<file path="config.mk">
export PLATFORM = sky130hd
export DESIGN_NAME = lsu_ctrl_flat
export DESIGN_NICKNAME = d
export VERILOG_FILES = /design/src/rtl/lsu_pkg.sv /design/src/rtl/lsu_ctrl_if.sv /design/src/rtl/lsu_align.sv /design/src/rtl/lsu_ctrl.sv /design/src/flat_wrapper.sv
export SDC_FILE = /design/constraint.sdc
export NUM_CORES = 1
export LEC_CHECK = 0
export ABC_AREA = 1
export CORE_AREA = 2 2 142 144
export CTS_CLUSTER_SIZE = 28
export DETAILED_ROUTE_END_ITERATION = 10
export DIE_AREA = 0 0 144 146
export GPL_TIMING_DRIVEN = 0
export PLACE_DENSITY = 0.83
export SETUP_SLACK_MARGIN = 0.05
export SLEW_MARGIN = 20
export SYNTH_ARGS = -nofsm -noshare
export SYNTH_HDL_FRONTEND = slang
export SYNTH_SLANG_ARGS = --single-unit
</file>
<file path="constraint.sdc">
create_clock -name clk -period 2.9 [get_ports clk]
set_clock_uncertainty 0.05 [all_clocks]
set_input_delay 0.435 -clock clk [delete_from_list [all_inputs] [get_ports clk]]
set_output_delay 0.435 -clock clk [all_outputs]
set_load 0.02 [all_outputs]
</file>
<file path="src/rtl/lsu_pkg.sv">
// lsu_pkg: shared access-type encodings and FSM state for the load/store unit.
// Holds the RW_* memory type codes and the lsu_state_e enum used by lsu_ctrl.
package lsu_pkg;

    localparam logic [2:0] RW_B  = 3'b000;
    localparam logic [2:0] RW_H  = 3'b001;
    localparam logic [2:0] RW_W  = 3'b010;
    localparam logic [2:0] RW_BU = 3'b100;
    localparam logic [2:0] RW_HU = 3'b101;

    typedef enum logic [1:0] {
        IDLE,
        ACCESS,
        RESP
    } lsu_state_e;

endpackage

</file>
<file path="src/rtl/lsu_ctrl_if.sv">
// lsu_ctrl_if: request/response handshake between the EX/MEM stage and the LSU.
// master = requester (drives req_*), slave = lsu_ctrl (drives req_ready, rsp_*).
interface lsu_ctrl_if;

    logic        req_valid;
    logic        req_ready;
    logic        req_wr;
    logic [2:0]  req_type;
    logic [31:0] req_addr;
    logic [31:0] req_wdata;
    logic        rsp_valid;
    logic [31:0] rsp_rdata;
    logic        rsp_err;

    modport master (
        output req_valid, req_wr, req_type, req_addr, req_wdata,
        input  req_ready, rsp_valid, rsp_rdata, rsp_err
    );

    modport slave (
        input  req_valid, req_wr, req_type, req_addr, req_wdata,
        output req_ready, rsp_valid, rsp_rdata, rsp_err
    );

endinterface

</file>
<file path="src/rtl/lsu_align.sv">
// lsu_align: combinational helpers for the LSU.
// In: type/addr to classify, word+index to pick a byte, type+word to extend.
// Out: misalign flag, last beat index, selected byte, extended load data.
module lsu_align (
    input  logic [1:0]  chk_size,
    input  logic [1:0]  chk_addr_lo,
    output logic        misalign,
    output logic [1:0]  last_beat,
    input  logic [31:0] sel_word,
    input  logic [1:0]  sel_idx,
    output logic [7:0]  sel_byte,
    input  logic [2:0]  ext_type,
    input  logic [31:0] ext_word,
    output logic [31:0] ext_data
);
    import lsu_pkg::*;

    always_comb begin
        misalign  = 1'b0;
        last_beat = 2'd0;
        if (chk_size[1]) begin
            misalign  = |chk_addr_lo;
            last_beat = misalign ? 2'd3 : 2'd0;
        end else if (chk_size[0]) begin
            misalign  = chk_addr_lo[0];
            last_beat = {1'b0, misalign};
        end
    end

    assign sel_byte = sel_word[{sel_idx, 3'b000} +: 8];

    // type[2] selects zero extension; word passes through untouched
    always_comb begin
        ext_data = ext_word;
        if (!ext_type[1]) begin
            if (ext_type[0])
                ext_data = ext_type[2] ? {16'd0, ext_word[15:0]}
                                       : {{16{ext_word[15]}}, ext_word[15:0]};
            else
                ext_data = ext_type[2] ? {24'd0, ext_word[7:0]}
                                       : {{24{ext_word[7]}}, ext_word[7:0]};
        end
    end

endmodule

</file>
<file path="src/rtl/lsu_ctrl.sv">
// lsu_ctrl: load/store initiator for the word-organised data memory port.
// Ports: clk, rst (sync, active-high), bus (lsu_ctrl_if.slave), mem_* data port.
module lsu_ctrl #(
    parameter bit ALLOW_MISALIGN = 1'b1
) (
    input  logic        clk,
    input  logic        rst,
    lsu_ctrl_if.slave   bus,
    output logic        mem_wr_en,
    output logic [2:0]  mem_rw_type,
    output logic [31:0] mem_data_addr,
    output logic [31:0] mem_data_in,
    input  logic [31:0] mem_data_out
);
    import lsu_pkg::*;

    lsu_state_e  state_q, state_d;
    logic [1:0]  beat_q, beat_d;
    logic [1:0]  last_q, last_d;
    logic        split_q, split_d;
    logic        wr_q, wr_d;
    logic [2:0]  type_q, type_d;
    logic [31:0] addr_q, addr_d;
    logic [31:0] wdata_q, wdata_d;
    logic [31:0] asm_q, asm_d;
    logic        rsp_valid_q, rsp_valid_d;
    logic [31:0] rsp_rdata_q, rsp_rdata_d;
    logic        rsp_err_q, rsp_err_d;
    logic        mem_wr_en_q, mem_wr_en_d;
    logic [2:0]  mem_rw_type_q, mem_rw_type_d;
    logic [31:0] mem_addr_q, mem_addr_d;
    logic [31:0] mem_din_q, mem_din_d;

    logic        misalign;
    logic [1:0]  last_beat;
    logic [31:0] sel_word;
    logic [1:0]  sel_idx;
    logic [7:0]  sel_byte;
    logic [31:0] asm_ld;
    logic [31:0] ext_data;

    // In IDLE the byte picker serves beat 0 of the incoming request;
    // in ACCESS it prepares the next beat from the latched data.
    assign sel_word = (state_q == IDLE) ? bus.req_wdata : wdata_q;
    assign sel_idx  = (state_q == IDLE) ? 2'd0 : beat_q + 2'd1;

    always_comb begin
        asm_ld = asm_q;
        asm_ld[{beat_q, 3'b000} +: 8] = mem_data_out[7:0];
    end

    lsu_align u_align (
        .chk_size    (bus.req_type[1:0]),
        .chk_addr_lo (bus.req_addr[1:0]),
        .misalign    (misalign),
        .last_beat   (last_beat),
        .sel_word    (sel_word),
        .sel_idx     (sel_idx),
        .sel_byte    (sel_byte),
        .ext_type    (type_q),
        .ext_word    (asm_ld),
        .ext_data    (ext_data)
    );

    always_comb begin
        state_d       = state_q;
        beat_d        = beat_q;
        last_d        = last_q;
        split_d       = split_q;
        wr_d          = wr_q;
        type_d        = type_q;
        addr_d        = addr_q;
        wdata_d       = wdata_q;
        asm_d         = asm_q;
        rsp_valid_d   = 1'b0;
        rsp_rdata_d   = rsp_rdata_q;
        rsp_err_d     = 1'b0;
        mem_wr_en_d   = mem_wr_en_q;
        mem_rw_type_d = mem_rw_type_q;
        mem_addr_d    = mem_addr_q;
        mem_din_d     = mem_din_q;
        case (state_q)
            IDLE: begin
                if (bus.req_valid) begin
                    wr_d    = bus.req_wr;
                    type_d  = bus.req_type;
                    addr_d  = bus.req_addr;
                    wdata_d = bus.req_wdata;
                    beat_d  = 2'd0;
                    asm_d   = 32'd0;
                    split_d = misalign;
                    last_d  = last_beat;
                    if (misalign && !ALLOW_MISALIGN) begin
                        state_d     = RESP;
                        rsp_valid_d = 1'b1;
                        rsp_err_d   = 1'b1;
                        rsp_rdata_d = 32'd0;
                    end else begin
                        state_d     = ACCESS;
                        mem_wr_en_d = bus.req_wr;
                        mem_addr_d  = bus.req_addr;
                        if (misalign) begin
                            mem_rw_type_d = bus.req_wr ? RW_B : RW_BU;
                            mem_din_d     = {24'd0, sel_byte};
                        end else begin
                            mem_rw_type_d = bus.req_type;
                            mem_din_d     = bus.req_wdata;
                        end
                    end
                end
            end
            ACCESS: begin
                if (split_q)
                    asm_d = asm_ld;
                if (beat_q == last_q) begin
                    state_d     = RESP;
                    mem_wr_en_d = 1'b0;
                    rsp_valid_d = 1'b1;
                    if (wr_q)
                        rsp_rdata_d = 32'd0;
                    else if (split_q)
                        rsp_rdata_d = ext_data;
                    else
                        rsp_rdata_d = mem_data_out;
                end else begin
                    beat_d     = beat_q + 2'd1;
                    mem_addr_d = addr_q + {30'd0, beat_d};
                    mem_din_d  = {24'd0, sel_byte};
                end
            end
            RESP: state_d = IDLE;
            default: state_d = IDLE;
        endcase
    end

    always_ff @(posedge clk) begin
        if (rst) begin
            state_q       <= IDLE;
            beat_q        <= 2'd0;
            last_q        <= 2'd0;
            split_q       <= 1'b0;
            wr_q          <= 1'b0;
            type_q        <= RW_W;
            addr_q        <= 32'd0;
            wdata_q       <= 32'd0;
            asm_q         <= 32'd0;
            rsp_valid_q   <= 1'b0;
            rsp_rdata_q   <= 32'd0;
            rsp_err_q     <= 1'b0;
            mem_wr_en_q   <= 1'b0;
            mem_rw_type_q <= RW_W;
            mem_addr_q    <= 32'd0;
            mem_din_q     <= 32'd0;
        end else begin
            state_q       <= state_d;
            beat_q        <= beat_d;
            last_q        <= last_d;
            split_q       <= split_d;
            wr_q          <= wr_d;
            type_q        <= type_d;
            addr_q        <= addr_d;
            wdata_q       <= wdata_d;
            asm_q         <= asm_d;
            rsp_valid_q   <= rsp_valid_d;
            rsp_rdata_q   <= rsp_rdata_d;
            rsp_err_q     <= rsp_err_d;
            mem_wr_en_q   <= mem_wr_en_d;
            mem_rw_type_q <= mem_rw_type_d;
            mem_addr_q    <= mem_addr_d;
            mem_din_q     <= mem_din_d;
        end
    end

    assign bus.req_ready = (state_q == IDLE);
    assign bus.rsp_valid = rsp_valid_q;
    assign bus.rsp_rdata = rsp_rdata_q;
    assign bus.rsp_err   = rsp_err_q;

    // strobe killed immediately on reset so an in-flight beat never lands
    assign mem_wr_en     = mem_wr_en_q & ~rst;
    assign mem_rw_type   = mem_rw_type_q;
    assign mem_data_addr = mem_addr_q;
    assign mem_data_in   = mem_din_q;

endmodule
</file>
<file path="src/flat_wrapper.sv">
// flat-port wrapper written by rule: the top's interface ports become plain ports
module lsu_ctrl_flat import lsu_pkg::*;
#(
    parameter bit ALLOW_MISALIGN = 1'b1
)
  (clk, rst, mem_wr_en, mem_rw_type, mem_data_addr, mem_data_in, mem_data_out, bus_req_valid, bus_req_wr, bus_req_type, bus_req_addr, bus_req_wdata, bus_req_ready, bus_rsp_valid, bus_rsp_rdata, bus_rsp_err);
  lsu_ctrl_if bus_i ();
  input  logic clk;
  input  logic rst;
  output logic mem_wr_en;
  output logic [2:0] mem_rw_type;
  output logic [31:0] mem_data_addr;
  output logic [31:0] mem_data_in;
  input  logic [31:0] mem_data_out;
  input wire logic [$bits(bus_i.req_valid)-1:0] bus_req_valid;
  input wire logic [$bits(bus_i.req_wr)-1:0] bus_req_wr;
  input wire logic [$bits(bus_i.req_type)-1:0] bus_req_type;
  input wire logic [$bits(bus_i.req_addr)-1:0] bus_req_addr;
  input wire logic [$bits(bus_i.req_wdata)-1:0] bus_req_wdata;
  output wire logic [$bits(bus_i.req_ready)-1:0] bus_req_ready;
  output wire logic [$bits(bus_i.rsp_valid)-1:0] bus_rsp_valid;
  output wire logic [$bits(bus_i.rsp_rdata)-1:0] bus_rsp_rdata;
  output wire logic [$bits(bus_i.rsp_err)-1:0] bus_rsp_err;
  assign bus_i.req_valid = bus_req_valid;
  assign bus_i.req_wr = bus_req_wr;
  assign bus_i.req_type = bus_req_type;
  assign bus_i.req_addr = bus_req_addr;
  assign bus_i.req_wdata = bus_req_wdata;
  assign bus_req_ready = bus_i.req_ready;
  assign bus_rsp_valid = bus_i.rsp_valid;
  assign bus_rsp_rdata = bus_i.rsp_rdata;
  assign bus_rsp_err = bus_i.rsp_err;
  lsu_ctrl #(.ALLOW_MISALIGN(ALLOW_MISALIGN)) u_core (.clk(clk), .rst(rst), .bus(bus_i), .mem_wr_en(mem_wr_en), .mem_rw_type(mem_rw_type), .mem_data_addr(mem_data_addr), .mem_data_in(mem_data_in), .mem_data_out(mem_data_out));
endmodule
</file>
-- Word-level counts from Yosys, hierarchy flattened
Cells that the tools add are included.
- logic and storage cells: 76
- output and inout bits: 103
- bits in registers: 208
- input port bits: 103
- reductions and logical operators: 10
- shift operators: 3
- $add $sub $neg: 3
- bitwise operators: 3
- eq/ne operators: 6
- multiplexer cells: 36
- operator list (kind ; number):
    two-way mux 32 bit ; 14
    one-hot mux 32 bit (2 select lines) ; 3
    adder 32 x 2 -> 32 bit ; 1
    bitwise mux 32 bit ; 1
    variable shift 8 x 7 -> 32 bit, first input constant ; 1
    variable part select 32 x 6 -> 8 bit ; 1
    variable part select 8 x 7 -> 32 bit ; 1
    two-way mux 2 bit ; 7
    AND reduction 3 bit ; 3
    one-hot mux 2 bit (2 select lines) ; 2
    negation 5 -> 7 bit ; 1
    two-way mux 1 bit ; 6
    two-way mux 3 bit ; 2
    AND reduction 2 bit ; 3
    inequality test 2 x 1 -> 1 bit, second input constant ; 2
    inequality test 2 bit, second input constant ; 2
    OR reduction 2 bit ; 2
    adder 2 x 1 -> 2 bit, second input constant ; 1
    equality test 2 x 1 -> 1 bit, second input constant ; 1
    equality test 2 bit ; 1
    zero test 2 bit ; 1
    inverter 1 bit ; 2
    one-hot mux 1 bit (2 select lines) ; 1
    nonzero test 2 bit ; 1
    bitwise AND 1 bit ; 1

-- Logic depth before layout (Yosys ltp)
Gate-level depths: netlist (run 1).
- depth in word-level cells: 8
- depth in mapped cells: 15
- gate-level depth less buffers: 12

-- By module
From an unflattened synthesis (run 1), not the netlist that was laid out.
- cell total of the unflattened synthesis: 1606
- area, all modules: 10601.4 um^2
- modules (own cells, without submodules) (module ; instances ; cells an instance ; seq. area each (um^2) ; area each (um^2)):
    lsu_ctrl ; 1 ; 1437 ; 4164.0 ; 9826.9
    lsu_align ; 1 ; 169 ; 0.0 ; 774.5

-- Least setup slack after synthesis (run 1)
Ideal clock, no wire load.
- path type: register -> register
- from: register u_core.beat_q[0]
- to: register u_core.mem_addr_q[17], in the netlist u_core.mem_data_addr[17]
- data arrival time: 2.188 ns
- setup time: 0.119 ns
- period minus slack after synthesis: 2.356 ns
- required time: 2.731 ns
- stages on the path, launching flop included: 13
- buffers on the path: 1
- path slack: 0.544 ns
- cells stage by stage: dfxtp_1 > inv_1 > buf_2 > ha_1 > ha_1 > nand2_1 > a21oi_2 > nand2_1 > nor2_4 > nand2_1 > xnor2_1 > o21ai_0 > nand2_1
- cells in the longest elaborated chain, start to end: 4
- elaborated cells on any way between the ends: 7
- classes of those cells: add/sub: 2; eq/ne: 2; mux: 2; reduce/logical: 1
- RTL lines (item ; line ; text):
    start: declaration ; lsu_ctrl.sv:18 ; logic [1:0] beat_q, beat_d;
    start signal: assignment ; lsu_ctrl.sv:156 ; beat_q <= beat_d;
    adder 2 x 1 -> 2 bit ; lsu_ctrl.sv:126 ; beat_d = beat_q + 2'd1;
    adder 32 x 2 -> 32 bit ; lsu_ctrl.sv:127 ; mem_addr_d = addr_q + {30'd0, beat_d};
    two-way mux 32 bit ; lsu_ctrl.sv:115 ; if (beat_q == last_q) begin
    one-hot mux 32 bit (2 select lines) ; lsu_ctrl.sv:82 ; case (state_q)
    end signal: assignment ; lsu_ctrl.sv:169 ; mem_addr_q <= mem_addr_d;
    end: declaration ; lsu_ctrl.sv:31 ; logic [31:0] mem_addr_q, mem_addr_d;
Several ways; a longest one is shown, not always the timed one. The select of a mux whose other input is x is not followed.
A chain may end at the register's enable or synchronous reset.

-- Worst setup path in the final report (run 1)
- from: input port rst
- to: output port mem_wr_en
- cells in the longest elaborated chain, start to end: 2
- RTL lines (item ; line ; text):
    start: declaration ; flat_wrapper.sv:9 ; input logic rst;
    inverter 1 bit ; lsu_ctrl.sv:180 ; assign mem_wr_en = mem_wr_en_q & ~rst;
    bitwise AND 1 bit ; lsu_ctrl.sv:180 ;
    end: declaration ; flat_wrapper.sv:10 ; output logic mem_wr_en;
No other way between the ends.

==> impl_metrics.tcl, run 1 <==
set metrics [dict create \
    ys_warn_count 0 \
    clock_latency_ps 520 \
    grt_start_max_net_pins 14 \
    synthArstFlopShare_pct 0 \
    path_delay_family "buffers and inverters" \
    worst_pin_slew_ps 812 \
    r2r_start "u_core.beat_q[0]" \
    track_usage_pct 33.6 \
    clkSlewWorstSetupHoldPaths_ps 60 \
    finalNonFillerCells 1962 \
    crit_path_frequent_cell "clkdlybuf4s50_1" \
    dp_cells 1918 \
    num-fill-cells 1745 \
    grt.overflow.total 0 \
    maxSlewHeadroom_pct 45.9 \
    avgSynthCellArea_um2 6.86 \
    grt_antenna_before_repair 0 \
    core_um2 19300 \
    synthFlopType "dfxtp_1" \
    finalSetupViolCount 0 \
    cp-end-kind "output port" \
    start_util_pct 51.4 \
    fin_area_um2 13200 \
    die_area_um2 21000 \
    drc 0 \
    min_period_over_period_pct 97.0 \
    cpMaxStageDelayCell "clkdlybuf4s50_1" \
    numCtsBuffers 23 \
    antenna_left 0 \
    cp-start-kind "input port" \
    worst-setup-path-type "in -> out" \
    row_count 51 \
    min_path_type "reg -> reg" \
    drv_slew 0 \
    synth_seq_cells 207 \
    dp_hpwl_um 27100 \
    via_per_inst 5.54 \
    p_leak_nw 5.42 \
    startpoint "rst" \
    clockBufferDepth 3 \
    setup_ws_ps 88.1 \
    p_per_area_nw_per_um2 613 \
    final.min_clock_period_ps 2810 \
    yosysSeqAreaShare_pct 41.7 \
    first_pass_iters 6 \
    dieWidth_um 144 \
    grt_pass1_wl_um 55200 \
    synth_top_area_cell "dfxtp_1" \
    worst-path-max-fanout 10 \
    hold_buffers 0 \
    dp_slack_ps -374 \
    root_buffer "clkbuf_16" \
    cts_sinks 207 \
    synthDistinctLibCells 45 \
    drive_above_1_share_pct 7.31 \
    io_pins 206 \
    routedWlPerCell_um 18.4 \
    area_growth_pct 32.4 \
    cp_data_required_time_ps 2410 \
    max_freq_mhz 356 \
    placed_area_um2 12300 \
    synth-edff-count 0 \
    peakVddDrop_mv 0.530 \
    path_buf_inv 4 \
    synthCells 1449 \
    yosysTopAreaCellShare_pct 41.7 \
    synthesis.nets 1560 \
    status "complete, no violations" \
    vias 10900 \
    path_cells "clkdlybuf4s50_1 -> clkbuf_2 -> clkbuf_4 -> nor2_1 -> clkdlybuf4s50_1" \
    grt_setup_unrepaired "yes" \
    netlist_top_cells_area "dfxtp_1 (42%), nand2_1 (13%), o21ai_0 (8.0%)" \
    io_buffers 204 \
    fin_nets 1792 \
    critical_path_arrival_ps 2330 \
    hold_start "u_core.mem_data_in[19]" \
    hold_violations 0 \
    antenna_cells 0 \
    dr.first_iter.drc_count 1120 \
    maxCapViolCount 0 \
    fin_setup_tns_ps 0 \
    htreeDepth 1 \
    max_stage_delay_ps 630 \
    synth.cell_area_um2 9940 \
    chipHeight_um 146 \
    cts_tree "yes" \
    totalWireLength_um 36200 \
    grt_pass1_vias 10400 \
    place_congestion 1.06 \
]
==> cell usage after synthesis, types with 16 or more instances <==
cell type and number:
nand2_1 355, dfxtp_1 207, a21oi_1 139, clkbuf_1 43
o21ai_0 159, buf_2 20, o21ai_1 16, nor3_1 30
inv_1 107, nand3_1 93, nor2_1 143
==> placed cells by master, fill, tap and decap left out, types with 16 or more instances in the layout <==
cell type and instances:
a21oi_1 139, buf_2 19, clkbuf_1 44, clkbuf_16 23, clkdlybuf4s50_1 204, dfxtp_1 207, inv_1 107, nand2_1 354
nand3_1 92, nor2_1 143, nor3_1 29, o21ai_0 159, o21ai_1 16
==> timing repair <==
action / CTS / global route
pin swaps: 0 / 1
endpoints found under the hold margin: 0 / 0
setup endpoints to repair: 4 / 30
resized for setup: 4 / 7
buffers inserted: 0 / 3
==> layout make-up <==
class	count	area (um^2)	area share, %
Multi-Input combinational cell	1035	4960	37.7
Sequential cell	207	4140	31.5
Timing Repair Buffer	207	2060	15.7
Clock buffer	28	624	4.75
Inverter	124	473	3.60
Buffer	83	409	3.11
Tap cell	265	332	2.52
Clock inverter	13	150	1.14
==> worst min-delay path: cells and delay by family (launching register included) <==
family | cells | cell delay (ps)
flip-flops | 1 | 310
AND/OR/NAND/NOR | 2 | 100
==> flip-flops by register name (all words and copies together), names as in the netlist <==
name,cells
u_core.addr_q,32
u_core.asm_q,32
u_core.bus.rsp_rdata,32
u_core.mem_data_addr,32
u_core.mem_data_in,32
u_core.wdata_q,32
u_core.mem_rw_type,3
u_core.type_q,3
u_core.beat_q,2
u_core.last_q,2
u_core.state_q,2
u_core.bus.rsp_valid,1
u_core.mem_wr_en_q,1
u_core.wr_q,1
==> stage by stage <==
stage	hold WS, ps	utilization (%)	power (mW)
after floorplan	374	-	4.24
after global placement	385	63.7	5.01
after detailed placement	391	63.7	5.04
after CTS	400	67.8	8.03
after global routing	414	68.0	8.35
final	400	68.0	8.07
==> worst paths after layout <==
check / to / slack (ps) / depth (start not counted)
max: mem_wr_en / 90 / 5
min: u_core.mem_data_in[19] / 400 / 2
max reg2reg: u_core.mem_data_addr[17] / 210 / 12
min reg2reg: u_core.mem_data_in[19] / 400 / 2
==> logic make-up after synthesis <==
logic type,share of synthesized area [%]
and+or+nand+nor,27.4
AOI/OAI and AO/OA,19.1
DFF,41.7
buffers and inverters,8.80
xor gates and xnor gates,1.66
adders and majority gates,1.08
muxes,0.201
other,0.0377
==> report_power, final <==
part | internal, mW | leakage (nW) | switching, mW | total [mW]
Combinational | 0.678 | 3.34 | 1.12 | 1.80
Clock | 1.80 | 0.386 | 1.23 | 3.03
Sequential | 3.08 | 1.70 | 0.159 | 3.24
Total | 5.56 | 5.42 | 2.51 | 8.07
==> layer usage <==
layer | part of all wire (%) | GRT usage (%)
met4 | 5.0 | 14.9
met2 | 44 | 52.9
met1 | 40 | 43.7
met3 | 11 | 8.13
met5 | 0 | 0
No activity file was read; power rests on OpenSTA's default activity.
==> run 2, diff against run 1 <==
--- a/config.mk
+++ b/config.mk
@@ -6,6 +6,7 @@
 export NUM_CORES = 1
 export LEC_CHECK = 0
 export ABC_AREA = 1
+export CAP_MARGIN = 20
 export CORE_AREA = 2 2 142 144
 export CTS_CLUSTER_SIZE = 28
 export DETAILED_ROUTE_END_ITERATION = 10
==> results of run 2 <==
Final layout, timing and power as in run 1 (identical DEF).
==> run 3, diff against run 2 <==
--- a/config.mk
+++ b/config.mk
@@ -5,15 +5,15 @@
 export SDC_FILE = /design/constraint.sdc
 export NUM_CORES = 1
 export LEC_CHECK = 0
-export ABC_AREA = 1
 export CAP_MARGIN = 20
-export CORE_AREA = 2 2 142 144
+export CORE_AREA = 2 2 147 149
 export CTS_CLUSTER_SIZE = 28
 export DETAILED_ROUTE_END_ITERATION = 10
-export DIE_AREA = 0 0 144 146
+export DIE_AREA = 0 0 149 151
 export GPL_TIMING_DRIVEN = 0
-export PLACE_DENSITY = 0.83
+export PLACE_DENSITY = 0.75
 export SETUP_SLACK_MARGIN = 0.05
+export SKIP_CTS_REPAIR_TIMING = 1
 export SLEW_MARGIN = 20
 export SYNTH_ARGS = -nofsm -noshare
 export SYNTH_HDL_FRONTEND = slang
==> run 3 against run 2 <==
Net effect: sequential power decreased by 2%; register-to-register slack got worse by 30 ps; critical path depth unchanged; die area increased by 7.0%; area after synthesis decreased by 6.9%; synthesized cell count decreased by 24%; count of clock-buffer cells in the layout increased by 5; first-iteration DRC count decreased by 15%; power decreased by 4.3%; sequential share of layout area increased by 1.7 points; setup slack improved by 22 ps; core utilization decreased by 8.1 points; critical path type unchanged; largest power group unchanged.
==> impl_metrics.tcl, run 3 <==
set metrics [dict create \
    path_buf_inv 4 \
    worst-setup-path-type "in -> out" \
    synthTopCellsByCount "dfxtp_1 (207), nand2_1 (194), a21oi_1 (135)" \
    finalSetupViolCount 0 \
    fin_nets 1433 \
    via_per_inst 5.79 \
    synthFlopType "dfxtp_1" \
    reg2reg_to "u_core.bus.rsp_rdata[20]" \
    p_comb_share_pct 19.2 \
    p_per_area_nw_per_um2 619 \
    placed_area_um2 11600 \
    synthesis.nets 1206 \
    cp-start-kind "input port" \
    maxCapViolCount 0 \
    synthArstFlopShare_pct 0 \
    setup_ws_ps 110 \
    chipHeight_um 151 \
    maxSlewHeadroom_pct 48.9 \
    p_leak_nw 4.46 \
    grt_antenna_before_repair 0 \
    peakVddDrop_mv 0.371 \
    intPower_mw 5.51 \
    path_cells "clkdlybuf4s50_1 -> clkbuf_2 -> clkbuf_4 -> nor2b_1 -> clkdlybuf4s50_1" \
    synth-edff-count 0 \
    row_count 53 \
    regArea_um2 4150 \
    worst_pin_slew_ps 763 \
    clkSlewWorstSetupHoldPaths_ps 60 \
    area_growth_pct 34.9 \
    status "complete, no violations" \
    drv_slew 0 \
    numCtsBuffers 23 \
    r2r_slack_ps 180 \
    io_buffers 203 \
    grt_start_max_net_pins 14 \
    r2r_start "u_core.beat_q[0]" \
    crit_path_frequent_cell "clkdlybuf4s50_1" \
    clockBufferDepth 3 \
    routedWlPerCell_um 19.8 \
    synth_top_area_cell "dfxtp_1" \
    drive_above_1_share_pct 8.07 \
    path_depth 5 \
    grt_pass1_vias 8900 \
    netlist_top_cells_area "dfxtp_1 (45%), nand2_1 (7.9%), a21oi_1 (7.3%)" \
    critical_path_arrival_ps 2300 \
    hold_violations 0 \
    io_pins 206 \
    place_congestion 0.933 \
    p_sw_share_pct 28.6 \
    synthCells 1095 \
    timing.hold.ws_ps 400 \
    cp_data_required_time_ps 2410 \
    cts_tree "yes" \
    ys_warn_count 0 \
    final_util_pct 60.0 \
    synth.cell_area_um2 9250 \
    grt_pass1_wl_um 49600 \
    dieWidth_um 149 \
    grt_setup_unrepaired "no" \
    vias 9351 \
    grt.overflow.total 0 \
    min_period_over_period_pct 96.2 \
    synthDistinctLibCells 77 \
    dr.first_iter.drc_count 950 \
    critPathCapture "mem_wr_en" \
    yosysTopAreaCellShare_pct 44.8 \
    worst-path-max-fanout 10 \
    totalWireLength_um 32000 \
    avgSynthCellArea_um2 8.45 \
    core_um2 20800 \
    final.min_clock_period_ps 2790 \
    num-fill-cells 1885 \
    max_stage_delay_ps 630 \
    layout_commonest_cell "dfxtp_1" \
    die_area_um2 22500 \
    drc 0 \
    multi_input_area_um2 4740 \
    synth_seq_cells 207 \
    fin_setup_tns_ps 0 \
    root_buffer "clkbuf_16" \
    startpoint "rst" \
    cts_sinks 207 \
    first_pass_iters 5 \
    antenna_cells 0 \
    clkPwrFrac_pct 39.5 \
    p_seq_share_pct 41.2 \
    cp-end-kind "output port" \
    dp_slack_ps -274 \
    htreeDepth 1 \
    antenna_left 0 \
    min_path_type "reg -> reg" \
    clock_latency_ps 510 \
    dp_hpwl_um 22900 \
    cpMaxStageDelayCell "clkdlybuf4s50_1" \
    path_delay_family "buffers and inverters" \
    fin_area_um2 12500 \
    switchingPower_mw 2.21 \
    yosysMostFrequentCell "dfxtp_1" \
    track_usage_pct 28.0 \
    final_cell_mix "dfxtp_1 (206), clkdlybuf4s50_1 (203), nand2_1 (193)" \
    max_freq_mhz 358 \
    yosysSeqAreaShare_pct 44.8 \
    start_util_pct 44.4 \
    reg2reg_depth 9 \
]
-- run 3: cell types whose count changed in the layout (fill, tap and decap cells not counted), moves of 13 or more --
cell / previous run / this run
a22o_1: 2 / 34
inv_1: 107 / 7
o22ai_1: 0 / 14
nor3_1: 29 / 6
nand2_1: 354 / 193
xnor2_1: 5 / 18
nor2_1: 143 / 86
nand3_1: 92 / 38
a22oi_1: 6 / 24
a311oi_1: 0 / 15
o21ai_0: 159 / 20
nand2b_1: 0 / 17
a221oi_1: 0 / 16
-- run 3: metal layers --
layer	part of all wire, %	vias to the layer above	global-route usage [%]
met1	42	4407	38.1
met3	8.8	67	3.77
li1	-	4405	-
met4	2.6	0	7.57
met5	0	-	0
met2	47	472	46.7
-- run 3: worst min-delay path by stage --
stage	start	endpoint	slack, ps	cells past startpoint
after detailed placement	u_core.mem_data_in[15]	u_core.mem_data_in[15]	390	2
after global placement	u_core.asm_q[6]	u_core.asm_q[6]	390	2
after CTS	u_core.mem_data_in[15]	u_core.mem_data_in[15]	400	2
after floorplan	u_core.wdata_q[10]	u_core.wdata_q[10]	380	2
final	u_core.mem_data_addr[8]	u_core.mem_data_addr[8]	400	2
after global routing	u_core.mem_data_addr[8]	u_core.mem_data_addr[8]	420	2
-- run 3: cells by family (layout without fill, tap and decap cells) --
group / Yosys count / after routing / synth area share [%]
multiplexers: 12 / 12 / 2.11
buffers and inverters: 96 / 340 / 4.57
other: 1 / 1 / 0.0405
AND/OR/NAND/NOR: 412 / 412 / 20.7
adder cells (fa/ha/maj): 8 / 8 / 1.16
flip-flops: 207 / 207 / 44.8
AO/OA/AOI/OAI: 334 / 334 / 24.1
XOR/XNOR: 25 / 25 / 2.53
-- run 3: power groups by stage --
stage                     clock [mW]  combinational [mW]  sequential, mW
after detailed placement           0                1.46            3.24
after global placement             0                1.44            3.23
after floorplan                    0               0.660            3.35
final                           3.05                1.49            3.18
after global routing            3.21                1.59            3.20
after CTS                       3.07                1.47            3.18
-- run 3: final cells by class --
class                      instances  area share [%]
tap                              275            2.76
multi-input combinational        792            38.0
sequential                       207            33.2
buffer                            85            3.17
clock buffer                      33            5.31
inverter                          10           0.301
timing repair buffer             203            16.3
clock inverter                     9           0.992
-- run 3: through the flow --
step | power (mW) | std cells
final | 7.72 | 1614
after global routing | 8.00 | 1614
after CTS | 7.71 | 1615
after detailed placement | 4.70 | 1573
after global placement | 4.67 | 1573
after floorplan | 4.00 | 1095
-- run 3: tightest hold or removal path, cell delays in order, from the launching register on --
cell and delay, ps:
dfxtp_1 300, nand2_1 50, a21oi_1 50
